===== src/rtl/cci_can_issue_fsm.sv =====
// Issue throttle for the CCI TX0 read-request channel: turns almostfull back-pressure
// into a registered can_issue permission with bounded post-almostfull slack.
module cci_can_issue_fsm #(
  parameter int unsigned MAX_SLACK    = 4,
  parameter int unsigned RESUME_DELAY = 1,
  parameter int unsigned CNT_W        = 4
) (
  input  logic clk,
  input  logic resetb,
  input  logic almostfull,
  input  logic issue,
  output logic can_issue,
  output logic throttled,
  output logic err_blocked_issue
);

  localparam logic [1:0] StOpen     = 2'd0;
  localparam logic [1:0] StThrottle = 2'd1;
  localparam logic [1:0] StBlocked  = 2'd2;

  // One extra bit so the slack sum cannot wrap before the comparison.
  localparam logic [CNT_W:0]   MaxSlack    = (CNT_W + 1)'(MAX_SLACK);
  localparam logic [CNT_W-1:0] ResumeDelay = CNT_W'(RESUME_DELAY);

  logic [1:0]       state_q, state_d;
  logic [CNT_W-1:0] slack_q, slack_d;
  logic [CNT_W-1:0] res_q, res_d;
  logic             err_q, err_d;

  logic             acc;
  logic [CNT_W:0]   open_n;
  logic [CNT_W:0]   slack_sum;
  logic [CNT_W-1:0] res_inc;

  assign can_issue         = (state_q != StBlocked);
  assign throttled         = (state_q != StOpen);
  assign err_blocked_issue = err_q;

  assign acc       = issue & can_issue;
  assign open_n    = {{CNT_W{1'b0}}, acc};
  assign slack_sum = {1'b0, slack_q} + {{CNT_W{1'b0}}, acc};
  assign res_inc   = res_q + {{(CNT_W-1){1'b0}}, 1'b1};

  always_comb begin
    state_d = state_q;
    slack_d = slack_q;
    res_d   = res_q;
    case (state_q)
      StOpen: begin
        if (almostfull) begin
          if (open_n >= MaxSlack) begin
            state_d = StBlocked;
            res_d   = '0;
          end else begin
            state_d = StThrottle;
            slack_d = open_n[CNT_W-1:0];
          end
        end
      end
      StThrottle: begin
        // A falling almostfull wins over a same-cycle issue; that issue is not counted.
        if (!almostfull) begin
          state_d = StOpen;
          slack_d = '0;
        end else if (slack_sum >= MaxSlack) begin
          state_d = StBlocked;
          res_d   = '0;
        end else begin
          slack_d = slack_sum[CNT_W-1:0];
        end
      end
      StBlocked: begin
        if (almostfull) begin
          res_d = '0;
        end else if (res_inc == ResumeDelay) begin
          state_d = StOpen;
          slack_d = '0;
          res_d   = '0;
        end else begin
          res_d = res_inc;
        end
      end
      default: begin
        state_d = StBlocked;
        slack_d = '0;
        res_d   = '0;
      end
    endcase
  end

  assign err_d = err_q | (issue & ~can_issue);

  always_ff @(posedge clk) begin
    if (!resetb) begin
      state_q <= StBlocked;
      slack_q <= '0;
      res_q   <= '0;
      err_q   <= 1'b0;
    end else begin
      state_q <= state_d;
      slack_q <= slack_d;
      res_q   <= res_d;
      err_q   <= err_d;
    end
  end

endmodule


===== config.mk =====
export PLATFORM = sky130hd
export DESIGN_NAME = cci_can_issue_fsm
export DESIGN_NICKNAME = d
export VERILOG_FILES = /design/src/rtl/cci_can_issue_fsm.sv
export SDC_FILE = /design/constraint.sdc
export NUM_CORES = 1
export LEC_CHECK = 0
export ABC_AREA = 1
export BUFFER_PORTS_ARGS = -buffer_cell sky130_fd_sc_hd__buf_4
export CORE_MARGIN = 2
export CORE_UTILIZATION = 50
export CTS_CLUSTER_SIZE = 8
export DETAILED_ROUTE_END_ITERATION = 6
export PLACE_DENSITY = 0.72
export SYNTH_ARGS = -nofsm -noshare
export SYNTH_HDL_FRONTEND = slang
export SYNTH_SLANG_ARGS = --single-unit

===== constraint.sdc =====
create_clock -name clk -period 3.9 [get_ports clk]
set_clock_uncertainty 0.05 [all_clocks]
set_input_delay 0.195 -clock clk [delete_from_list [all_inputs] [get_ports clk]]
set_output_delay 0.195 -clock clk [all_outputs]
set_load 0.03 [all_outputs]

==> results.cfg <==
[synth]
ys.flop_type = dfxtp_1
yosysSeqAreaShare = 0.339
synth_top_area_frac = 0.339
yosysTopAreaCell = dfxtp_1
ys_seq_elements = 11
yosys-top-cells-area = dfxtp_1 (34%), nand2_1 (14%), inv_1 (8.7%)
syn_nets = 106
syn_area_um2 = 649
async_reset_ff_frac = 0
syn_inst = 98
yosys-top-cells-count = nand2_1 (25), inv_1 (15), dfxtp_1 (11), nor2_1 (11), nand3_1 (9)
synth.most_common_cell = nand2_1
avgSynthCellArea_um2 = 6.63
synth_cell_types = 17
synth_edf_count = 0
ys_warn_count = 0

[worst_setup_path]
cp-start-kind = flop
cp_data_arrival_time_ps = 2130
path_common_cell = nand2_1
crit_slowest_cell = dfxtp_1
cpPeakStageDelay_ps = 430
cp-end-kind = flop
critical_path_required_ps = 4010
worstPathCellList = inv_1 > nor2_2 > nor2_1 > ha_1 > ha_1 > or2_0 > nand3_1 > nand2_1 > nor2_2 > nand2_1 > nand2_1 > nor2_1
path_max_fanout = 5
critical_path_class = reg2reg

[detailed_routing]
drcViolationCount = 0
vias = 609
highest_layer = met4
wl_per_cell_um = 9.89
dr.pass1.iters = 4
drtAntennaViolNets = 0
viasPerCell = 4.99
wl_met2_um = 591
wl_um = 1210
drt-initial-drc-count = 4
wl_met3_um = 38
met1_length_um = 567

[global_routing]
antenna_found_initial = 0
grt_max_degree = 8
grt_pass1_wl_um = 2130
track_usage = 0.201
grt_remaining_overflow = 0
grt_pass1_vias = 521

[placed_design]
place_inst = 118
place_congestion = 0.813
port_buffers = 6
hpwl_um = 971

[power_and_ir_drop]
power.total_mw = 0.255
power_frac_clock = 0.308
power.switching_mw = 0.0783
p_int_mw = 0.176
vdd_drop_max_mv = 0.195
swShare = 0.308
comb_power_share = 0.209
pwr-share-seq = 0.483
p_per_area_mw_per_mm2 = 345
p_leak_nw = 0.373

[die]
die_y_um = 40.0
io_pins = 7
rows = 12
die_area_mm2 = 0.00160
start_util = 0.562
die_w_um = 40.0
coreArea_mm2 = 0.00116

[clock_tree]
clk_latency_ps = 260
cts_max_path_buffers = 2
cts_tree = done
cts.sinks = 11
clk_pin_slew_ps = 70
cts_hold_buf = 0
cts_setup_buffers = 0
h-tree-depth = 1
root_buffer = clkbuf_4
cts.repair.resized = 0
cts_buffers = 3

[timing]
hold_violations = 0
fin_crit_ps = 2020
setup_viol = 0
post-route-period-util = 0.518
drv_slew = 0
rsz0062_at_grt = no
finalSetupTns_ps = 0
slew_headroom = 0.776
max_freq_mhz = 495
worst_pin_slew_ps = 336

[layout]
area_growth_pct = 13.7
layout.nets = 117
layoutNonFillerInstCount = 122
diodes = 0
drive_above_1_share = 0.167

[run]
drv_cap = 0

[run_status]
status = finished, final reports clean

[worst_hold_path]
hold_class = in2reg
==> kinds of logic after synthesis <==
kind of cell | Yosys count | synth area share
AO/OA/AOI/OAI | 11 | 0.0925
adder cells (fa/ha/maj) | 4 | 0.0771
AND/OR/NAND/NOR | 54 | 0.380
XOR/XNOR | 1 | 0.0135
buffers and inverters | 17 | 0.0983
flip-flops | 11 | 0.339
==> layout by cell type, fill, tap and decap left out, drive strengths merged, types with 2 or more instances in the layout <==
cell type,count
a21oi,7
buf,6
clkbuf,4
dfxtp,11
ha,4
inv,17
nand2,26
nand3,9
nor2,17
o21ai,2
==> state kept, by name (all words and copies together) (netlist names) <==
register           flops
res_q                  4
slack_q                4
state_q                2
err_blocked_issue      1
==> metal layers <==
layer,vias to the layer above,GRT usage
li1,324,-
met1,276,0.239
met2,7,0.355
met3,2,0.0333
met4,0,0.0776
met5,-,0
==> metrics by stage <==
stage	instance area, µm²	worst slack, ps	hold WS, ps	utilization
after global routing	738	1670	125	0.639
final	738	1880	121	0.639
after detailed placement	712	1900	394	0.616
after CTS	738	1870	124	0.639
after floorplan	649	2070	229	-
after global placement	712	1950	380	0.616
==> critical path, delay by kind of cell, from the launching register on <==
family / cells / cell delay, ps
adder cells (fa/ha/maj): 2 / 410
AND/OR/NAND/NOR: 9 / 950
flip-flops: 1 / 430
buffers and inverters: 1 / 80
==> power groups by stage <==
stage          clock [mW]  sequential, mW  combinational (mW)
6_report           0.0786           0.123              0.0531
5_1_grt            0.0849           0.124              0.0606
4_1_cts            0.0800           0.123              0.0540
3_5_place_dp            0           0.126              0.0535
3_3_place_gp            0           0.125              0.0534
2_1_floorplan           0           0.127              0.0354
==> worst paths after layout <==
| path | start | to | slack (ps) | cells after the start |
|---|---|---|---|---|
| hold reg to reg | slack_q[3]$_SDFFE_PN0P_ | slack_q[3]$_SDFFE_PN0P_ | 410 | 2 |
| setup reg to reg | state_q[1]$_SDFFE_PN1P_ | slack_q[3]$_SDFFE_PN0P_ | 1880 | 12 |
| hold / removal | resetb | state_q[1]$_SDFFE_PN1P_ | 120 | 2 |
| setup / recovery | state_q[1]$_SDFFE_PN1P_ | slack_q[3]$_SDFFE_PN0P_ | 1880 | 12 |
==> layout make-up <==
type,count,area [µm²]
fill,120,418
inverter,17,63.8
clock buffer,4,26.3
multi-input combinational,70,365
timing repair buffer,6,45.0
sequential,11,220
tap,14,17.5
No activity file was read; power rests on OpenSTA's default activity.
